**config.mk**
```make
export PLATFORM = sky130hd
export DESIGN_NAME = aes128_round_ctrl
export DESIGN_NICKNAME = d
export VERILOG_FILES = /design/src/rtl/aes128_round_ctrl.sv
export SDC_FILE = /design/constraint.sdc
export NUM_CORES = 2
export LEC_CHECK = 0
export CAP_MARGIN = 20
export CORE_ASPECT_RATIO = 0.5
export CORE_MARGIN = 2
export CORE_UTILIZATION = 49
export DETAILED_ROUTE_END_ITERATION = 8
export GPL_TIMING_DRIVEN = 0
export PLACE_DENSITY = 0.7
export SETUP_SLACK_MARGIN = 0.3
export SLEW_MARGIN = 20
export SYNTH_ARGS = -nofsm -noshare
export SYNTH_HDL_FRONTEND = slang
export SYNTH_SLANG_ARGS = --single-unit
```
**constraint.sdc**
```tcl
create_clock -name clk -period 33.1 [get_ports clk]
set_input_delay 8.275 -clock clk [delete_from_list [all_inputs] [get_ports clk]]
set_output_delay 8.275 -clock clk [all_outputs]
set_load 0.01 [all_outputs]
```
**src/rtl/aes128_round_ctrl.sv**
```systemverilog
// Iterative AES-128 encryption sequencer: initial AddRoundKey, on-the-fly key expansion, ten rounds on a shared datapath.
// Optional feature macro AES_KEY_REUSE_EN adds key_reuse_i to encrypt with the previously loaded cipher key.
module aes128_round_ctrl #(
  parameter int ROUND_LAT = 1
) (
  input  logic         clk,
  input  logic         rst_n,
  input  logic         in_valid,
  output logic         in_ready,
  input  logic [127:0] pt_i,
  input  logic [127:0] key_i,
`ifdef AES_KEY_REUSE_EN
  input  logic         key_reuse_i,
`endif
  output logic         out_valid,
  input  logic         out_ready,
  output logic [127:0] ct_o,
  output logic         busy_o,
  output logic [3:0]   round_o,
  output logic         rd_valid_o,
  output logic [127:0] rd_data_o,
  output logic [127:0] rd_key_o,
  output logic         rd_final_o,
  input  logic [127:0] rd_data_i
);

  localparam int WCW = (ROUND_LAT > 1) ? $clog2(ROUND_LAT) : 1;
  localparam logic [WCW-1:0] WCNT_LOAD = WCW'(ROUND_LAT - 1);
  localparam logic [WCW-1:0] WCNT_ONE  = WCW'(1);
  localparam logic [WCW-1:0] WCNT_ZERO = WCW'(0);

  typedef enum logic [2:0] {S_IDLE, S_INIT, S_ISSUE, S_WAIT, S_DONE} state_t;

  state_t         r_state;
  logic [127:0]   r_pt;
  logic [127:0]   r_rkey;
  logic [WCW-1:0] r_wcnt;
  logic [127:0]   w_next_key;
  logic [127:0]   w_load_key;
`ifdef AES_KEY_REUSE_EN
  logic [127:0]   r_orig_key;
`endif

  function automatic logic [7:0] gf_mul(input logic [7:0] a, input logic [7:0] b);
    logic [7:0] p;
    logic [7:0] x;
    p = 8'h00;
    x = a;
    for (int i = 0; i < 8; i++) begin
      p = b[i] ? (p ^ x) : p;
      x = {x[6:0], 1'b0} ^ (x[7] ? 8'h1b : 8'h00);
    end
    return p;
  endfunction

  // S-box: multiplicative inverse as a^254 (0 maps to 0), then the affine transform
  function automatic logic [7:0] sbox(input logic [7:0] a);
    logic [7:0] sq;
    logic [7:0] inv;
    sq  = a;
    inv = 8'h01;
    for (int i = 1; i < 8; i++) begin
      sq  = gf_mul(sq, sq);
      inv = gf_mul(inv, sq);
    end
    return inv ^ {inv[6:0], inv[7]} ^ {inv[5:0], inv[7:6]} ^
           {inv[4:0], inv[7:5]} ^ {inv[3:0], inv[7:4]} ^ 8'h63;
  endfunction

  function automatic logic [7:0] rcon_of(input logic [3:0] idx);
    logic [7:0] rc;
    case (idx)
      4'd1:    rc = 8'h01;
      4'd2:    rc = 8'h02;
      4'd3:    rc = 8'h04;
      4'd4:    rc = 8'h08;
      4'd5:    rc = 8'h10;
      4'd6:    rc = 8'h20;
      4'd7:    rc = 8'h40;
      4'd8:    rc = 8'h80;
      4'd9:    rc = 8'h1b;
      4'd10:   rc = 8'h36;
      default: rc = 8'h00;
    endcase
    return rc;
  endfunction

  function automatic logic [127:0] expand_key(input logic [127:0] k, input logic [7:0] rc);
    logic [31:0] t;
    logic [31:0] n0;
    logic [31:0] n1;
    logic [31:0] n2;
    logic [31:0] n3;
    t  = {sbox(k[23:16]), sbox(k[15:8]), sbox(k[7:0]), sbox(k[31:24])};
    n0 = k[127:96] ^ t ^ {rc, 24'h000000};
    n1 = k[95:64] ^ n0;
    n2 = k[63:32] ^ n1;
    n3 = k[31:0] ^ n2;
    return {n0, n1, n2, n3};
  endfunction

  // round_o is 0 in INIT, so round_o+1 selects rcon[1] there and rcon[r+1] after round r
  assign w_next_key = expand_key(r_rkey, rcon_of(round_o + 4'd1));

`ifdef AES_KEY_REUSE_EN
  assign w_load_key = key_reuse_i ? r_orig_key : key_i;
`else
  assign w_load_key = key_i;
`endif

  // Sequencer FSM with all handshake and datapath outputs registered
  always_ff @(posedge clk) begin
    if (!rst_n) begin
      r_state    <= S_IDLE;
      r_pt       <= 128'h0;
      r_rkey     <= 128'h0;
      r_wcnt     <= WCNT_ZERO;
      in_ready   <= 1'b1;
      out_valid  <= 1'b0;
      ct_o       <= 128'h0;
      busy_o     <= 1'b0;
      round_o    <= 4'd0;
      rd_valid_o <= 1'b0;
      rd_data_o  <= 128'h0;
      rd_key_o   <= 128'h0;
      rd_final_o <= 1'b0;
`ifdef AES_KEY_REUSE_EN
      r_orig_key <= 128'h0;
`endif
    end else begin
      case (r_state)
        S_IDLE: begin
          if (in_valid) begin
            r_pt     <= pt_i;
            r_rkey   <= w_load_key;
`ifdef AES_KEY_REUSE_EN
            r_orig_key <= w_load_key;
`endif
            in_ready <= 1'b0;
            busy_o   <= 1'b1;
            r_state  <= S_INIT;
          end
        end
        S_INIT: begin
          r_rkey     <= w_next_key;
          round_o    <= 4'd1;
          rd_valid_o <= 1'b1;
          rd_data_o  <= r_pt ^ r_rkey;
          rd_key_o   <= w_next_key;
          rd_final_o <= 1'b0;
          r_state    <= S_ISSUE;
        end
        S_ISSUE: begin
          rd_valid_o <= 1'b0;
          r_wcnt     <= WCNT_LOAD;
          r_state    <= S_WAIT;
        end
        S_WAIT: begin
          if (r_wcnt != WCNT_ZERO) begin
            r_wcnt <= r_wcnt - WCNT_ONE;
          end else if (round_o == 4'd10) begin
            out_valid <= 1'b1;
            ct_o      <= rd_data_i;
            r_state   <= S_DONE;
          end else begin
            r_rkey     <= w_next_key;
            round_o    <= round_o + 4'd1;
            rd_valid_o <= 1'b1;
            rd_data_o  <= rd_data_i;
            rd_key_o   <= w_next_key;
            rd_final_o <= (round_o == 4'd9);
            r_state    <= S_ISSUE;
          end
        end
        S_DONE: begin
          if (out_ready) begin
            out_valid <= 1'b0;
            in_ready  <= 1'b1;
            busy_o    <= 1'b0;
            round_o   <= 4'd0;
            r_state   <= S_IDLE;
          end
        end
        default: begin
          out_valid  <= 1'b0;
          in_ready   <= 1'b1;
          busy_o     <= 1'b0;
          round_o    <= 4'd0;
          rd_valid_o <= 1'b0;
          r_state    <= S_IDLE;
        end
      endcase
    end
  end

endmodule

```
======== Yosys cells after proc, flatten, opt, wreduce, memory -nomap -nowiden ========
Memory sizes are Yosys's and may differ from the RTL's.
Index checks and enable logic that the tools add are counted.
word-level totals
  register bits ........................... 653
  ROM bits ................................ 128
  output and inout port bits .............. 393
  logic and storage cells ................. 1,677
  memories ................................ 1
cells by class
  add/sub/neg operators ................... 2
  equality and inequality tests ........... 11
  muxes and demuxes ....................... 846
  bitwise logic cells ..................... 787
  reductions and logical operators ........ 17
memories
  memory           depth  bits a word  rd ports  clocked after Yosys merged registers in  wr ports  line  RTL
  (no name shown)  16     8            1         0                                        0         72    case (idx)
operators with widths
  operator                                       number
  2-to-1 mux 8 bit                               420
  bitwise XOR 8 bit                              380
  bitwise XOR 8 x 5 -> 8 bit                     364
  2-to-1 mux 5 bit                               368
  2-to-1 mux 128 bit                             5
  case mux 128 bit (2 select lines)              2
  case mux 128 bit (3 select lines)              1
  bitwise XOR 32 bit                             5
  bitwise XOR 128 bit                            1
  2-to-1 mux 4 bit                               7
  2-to-1 mux 7 bit                               4
  inverter 1 bit (first input constant)          28
  2-to-1 mux 3 bit                               8
  2-to-1 mux 6 bit                               4
  inverter 4 bit                                 4
  case mux 4 bit (4 select lines)                1
  2-to-1 mux 1 bit                               15
  case mux 3 bit (5 select lines)                1
  AND reduction 3 bit                            5
  case mux 1 bit (3 select lines)                4
  AND reduction 4 bit                            3
  inequality test 2 bit (second input constant)  5
  == test 4 bit (second input constant)          2
  2-to-1 mux 2 bit                               4
  13 further kinds                               22

======== Logic depth before layout (Yosys ltp) ========
  depth in word-level cells ............... 140
  mapped depth ............................ 76
  depth with buffers taken out ............ 63

======== Least setup slack after synthesis ========
Ideal clock, no wire load.
  kind .................................... reg-to-reg
  start point ............................. register r_rkey[21]
  end point ............................... register r_rkey[28]
  setup time .............................. 0.081 ns
  arrival time ............................ 16.312 ns
  data required time ...................... 33.019 ns
  setup slack ............................. 16.708 ns
  cell stages (with the launch flop) ...... 74
  buffers on the path ..................... 14
  cell sequence ........................... dfxtp_1 > buf_2 > buf_4 > mux2_1 > a221oi_2 > xnor2_1 > xnor2_1 > buf_2 > ha_1 > clkbuf_1 > inv_1 > xnor2_1 > nand2_1 > o21a_1 > a21o_1 > nand2_1 > inv_2 > buf_2 > [38 not listed] > buf_4 > or2_1 > buf_6 > clkbuf_1 > nor2_1 > a2111o_1 > o211ai_1 > o21ai_0 > a2111oi_0 > a21oi_1 > xor2_1 > nor2_1 > xnor2_1 > xor2_2 > xnor3_1 > xor2_1 > or3_1 > a41oi_1
on the way
  cells in the longest elaborated chain, start to end .. 135
  elaborated cells between the ends (all ways) .. 392
ends and longest elaborated chain
  what                                                                    line    RTL
  from (decl)                                                             36      logic [127:0] r_rkey;
  from (signal assigned)                                                  135     r_rkey <= w_load_key;
  from (signal assigned)                                                  145     r_rkey <= w_next_key;
  from (signal assigned)                                                  166     r_rkey <= w_next_key;
  bitwise XOR 8 x 5 -> 8 bit / 2-to-1 mux 8 bit (equally long branches)   51, 50
  bitwise XOR 8 bit / bitwise XOR 8 x 5 -> 8 bit (equally long branches)  50, 51
  2-to-1 mux 8 bit / bitwise XOR 8 bit (equally long branches)            50      p = b[i] ? (p ^ x) : p;
  bitwise XOR 8 bit / 2-to-1 mux 8 bit (equally long branches)            50
  2-to-1 mux 8 bit / bitwise XOR 8 bit (equally long branches)            50
  bitwise XOR 8 bit / 2-to-1 mux 8 bit (equally long branches)            50
  2-to-1 mux 8 bit / bitwise XOR 8 bit (equally long branches)            50
  bitwise XOR 8 bit / 2-to-1 mux 8 bit (equally long branches)            50
  [118 not listed]                                                        n/a
  bitwise XOR 8 bit (*)                                                   67      {inv[4:0], inv[7:5]} ^ {inv[3:0], inv[7:4]} ^ 8'h63;
  bitwise XOR 32 bit (*) (2 in a row)                                     95      n0 = k[127:96] ^ t ^ {rc, 24'h000000};
  bitwise XOR 32 bit (*)                                                  96      n1 = k[95:64] ^ n0;
  bitwise XOR 32 bit (*)                                                  97      n2 = k[63:32] ^ n1;
  bitwise XOR 32 bit (*)                                                  98      n3 = k[31:0] ^ n2;
  2-to-1 mux 128 bit                                                      161     end else if (round_o == 4'd10) begin
  2-to-1 mux 128 bit                                                      159     if (r_wcnt != WCNT_ZERO) begin
  case mux 128 bit (3 select lines) (*)                                   131     case (r_state)
Every way passes the cells marked *; elsewhere a longest branch is shown, timed or not. The select of a mux whose other input is x is not followed.
A chain may end at the register's enable or synchronous reset.

======== Worst setup path in the final report ========
  start point ............................. register r_rkey[16]
  end point ............................... register r_rkey[26]
on the way
  cells in the longest elaborated chain, start to end .. 136
  elaborated cells between the ends (all ways) .. 390
ends and longest elaborated chain
  what                                   line
  2-to-1 mux 8 bit                       50
  bitwise XOR 8 bit                      50
  2-to-1 mux 8 bit                       50
  bitwise XOR 8 bit                      50
  2-to-1 mux 8 bit                       50
  bitwise XOR 8 bit                      50
  2-to-1 mux 8 bit                       50
  bitwise XOR 8 bit                      50
  [119 not listed]                       n/a
  bitwise XOR 8 bit (*)                  67
  bitwise XOR 32 bit (*) (2 in a row)    95
  bitwise XOR 32 bit (*)                 96
  bitwise XOR 32 bit (*)                 97
  bitwise XOR 32 bit (*)                 98
  2-to-1 mux 128 bit                     161
  2-to-1 mux 128 bit                     159
  case mux 128 bit (3 select lines) (*)  131
Marked as above.

==> results by group <==
Detailed routing
  • Detailed Route WL: approximately 370 mm
  • Vias: roughly 87k
  • Post-route ant nets: 0
  • DR vias/cell: around 6.0
  • Drt first pass iters: 6
  • WL per Instance: between 20 and 30 um
  • Detailed router's first-iteration violation count: 11.1k
  • Residual DRC: 0

Setup path
  • Worst setup SP type: flop
  • CP most frequent cell: xnor2_1
  • Crit. End Element: flop
  • Max incr delay on CP: 0.72 ns
  • WP data arrival: between 20 and 25 ns
  • Max FO, Critical Path: 10
  • Crit-path slowest cell: xor2_2
  • CP delay by family, top: XOR/XNOR gates
  • Critical path class: flop to flop
  • Buf/Inv on CP: 15
  • Required @ worst endpoint: about 34 ns

Timing
  • Final setup violation count: 0
  • Fmax: approximately 43 MHz
  • Min Tclk post-route: 23.11 ns
  • Fin Hold WS: about 0.45 ns
  • Slew Limit Headroom: approximately 14%
  • Slew Viols, Final: 0
  • Final Hold Viols: 0
  • Final TNS setup: 0 ns
  • Clock skew: 0.0432 ns
  • Tcrit/Tclk final: between 60% and 70%
  • RSZ-0062 raised after global routing: false
  • Slew @ Worst Pin: 1.28 ns

Clocking
  • Clock Sinks: about 650
  • CTS clock-pin slew for the worst setup and hold paths: roughly 0.06 ns
  • CTS Hold Bufs: 0
  • TritonCTS Buffers: 76
  • CTS root buf: clkbuf_16
  • CTS tree: built
  • Postcts setup bufs: 0
  • Clock Path Buffers: 3
  • H-tree depth: 3
  • Worst skew pair latency: ~0.70 ns
  • Post_cts resized: 0

Floorplan
  • Die span in y: 294 um
  • Rows: ~110
  • Die Wd: roughly 600 um
  • I/O pins: 781
  • Die Area: 0.171 mm2
  • Area of the core: approximately 0.17 mm2
  • Starting density of the core: about half

Outcome
  • Outcome: finished clean

Final layout
  • Share of layout cells above drive strength 1: ~5.3%
  • Area Growth Syn to Fin: 16.6%
  • Core Util, Final: a little under three fifths
  • Finished Layout Cells: between 10k and 15k
  • Layout Nets: 12.5k

Placed design
  • GP Congestion: between 1 and 1.5
  • DP Cell Count: between 10k and 15k
  • IO buf count: ~800
  • DP Wirelength: around 300 mm

Yosys
  • Largest cells by area after synthesis: xnor2_1 21%, dfxtp_1 16%, nand2_1 8.7%
  • Synth Warn #: 0
  • Dominant cell by count in the synthesized netlist: xnor2_1
  • Synth Register Bits: 652
  • Post-synth ARST share: 0%
  • Top_reg_cell synth: dfxtp_1
  • Post-synth top area share: between 20 and 25%
  • Post-synth EDFFs: 0
  • Post-Syn Area: just over 0.08 mm2
  • Post-Syn Area per Cell: 7.31 um2
  • Seq/Total Area, Yosys: 15.9%
  • Synth Instances: 11.3k
  • Post-Syn Nets: between 10k and 15k
  • Area leader, netlist: xnor2_1
  • Synth top cells by count: 2,015 x xnor2_1, 1,899 x nand2_1, 1,426 x nor2_1, 1,033 x a21oi_1, 652 x dfxtp_1
  • Number of distinct library cells after synthesis: about 120

Global routing
  • First-pass GRT wire length: 528 mm
  • Total congestion overflow: 0
  • Initial antenna violation count: 52
  • Largest net degree at the start of global routing: 14
  • Gr usage total: between 40 and 50%
  • Vias in the first global route: 77.5k

Hold path
  • Class of the worst hold path: flop to flop

Run
  • Max Cap Viol: 0
-- metal layers --
metal / track usage [%] / part of all wire (%)
met1: 55.8 / 41
met2: 59.7 / 41
met3: 10.6 / 12
met4: 20.3 / 5.5
met5: 0 / 0.015
-- final cells by class --
cell class | instances | area, um2
fillers | 16100 | 71000
multi-input cells | 9687 | 65500
flip-flops and latches | 652 | 13100
repair buffers | 787 | 7930
plain buffers | 804 | 3530
well taps | 2214 | 2770
clock buffers | 97 | 2090
clock inverters | 35 | 556
inverters | 117 | 439
diodes | 42 | 105
-- worst register-to-register path: cells and delay by family (launching register included) --
family,cells,cell delay [ns]
XOR/XNOR,27,10.34
buffers and inverters,15,5.45
AO/OA/AOI/OAI,12,2.70
adder cells (fa/ha/maj),5,2.05
AND/OR/NAND/NOR,8,1.46
multiplexers,1,0.60
flip-flops,1,0.37
-- layout by cell type, fill, tap and decap left out, drive strengths merged, types with 41 or more instances in the layout --
master | netlist | routed
o31ai | 57 | 57
nor3 | 207 | 207
xnor3 | 229 | 229
nand3 | 166 | 166
o211ai | 197 | 197
buf | 214 | 221
and2 | 67 | 67
nand2b | 80 | 80
a211oi | 67 | 67
or3 | 41 | 41
dfxtp | 652 | 652
o21ai | 399 | 399
nand2 | 1900 | 1900
mux2i | 163 | 163
a21oi | 1042 | 1042
xnor2 | 2147 | 2147
inv | 103 | 109
a31oi | 69 | 69
diode | 0 | 42
clkbuf | 587 | 684
clkdlybuf4s50 | 0 | 780
nor2b | 101 | 101
o22ai | 137 | 137
nor2 | 1432 | 1432
a22oi | 71 | 71
xor2 | 536 | 536
-- logic make-up (layout without fill, tap and decap cells) --
family	count (synthesis)	in the layout	share of synthesized area, %
compound gates	2369	2369	17.6
xor+xnor	2942	2942	37.6
fa+ha+maj	26	26	0.392
buf+inv	921	1840	4.80
flops	652	652	15.9
mux	203	203	2.67
other cells	0	42	0
simple gates	4147	4147	21.0
-- sequential cells by signal, summed over array words and instances, names as in the netlist, 3 cells and up --
register and count:
r_pt 128, r_state 3, r_rkey 128, rd_key_o 128, ct_o 128, rd_data_o 128, round_o 4
-- through the flow --
stage / setup slack (ns) / instance area [um2]
global route: 9.06 / 96000
detailed placement: 10.99 / 93200
global placement: 10.98 / 92900
finish: 9.99 / 96000
floorplan: 16.71 / 82300
CTS: 10.88 / 95800
-- path summary, 6_finish.rpt --
kind	from	to	slack, ns	cells past startpoint
max	r_rkey[16]	r_rkey[26]	9.99	68
min	ct_o[77]	ct_o[77]	0.45	2
max reg2reg	r_rkey[16]	r_rkey[26]	9.99	68
min reg2reg	ct_o[77]	ct_o[77]	0.45	2
Power is not shown: default switching activity piles up to over one toggle a cycle in this logic, so the estimate is an artifact.
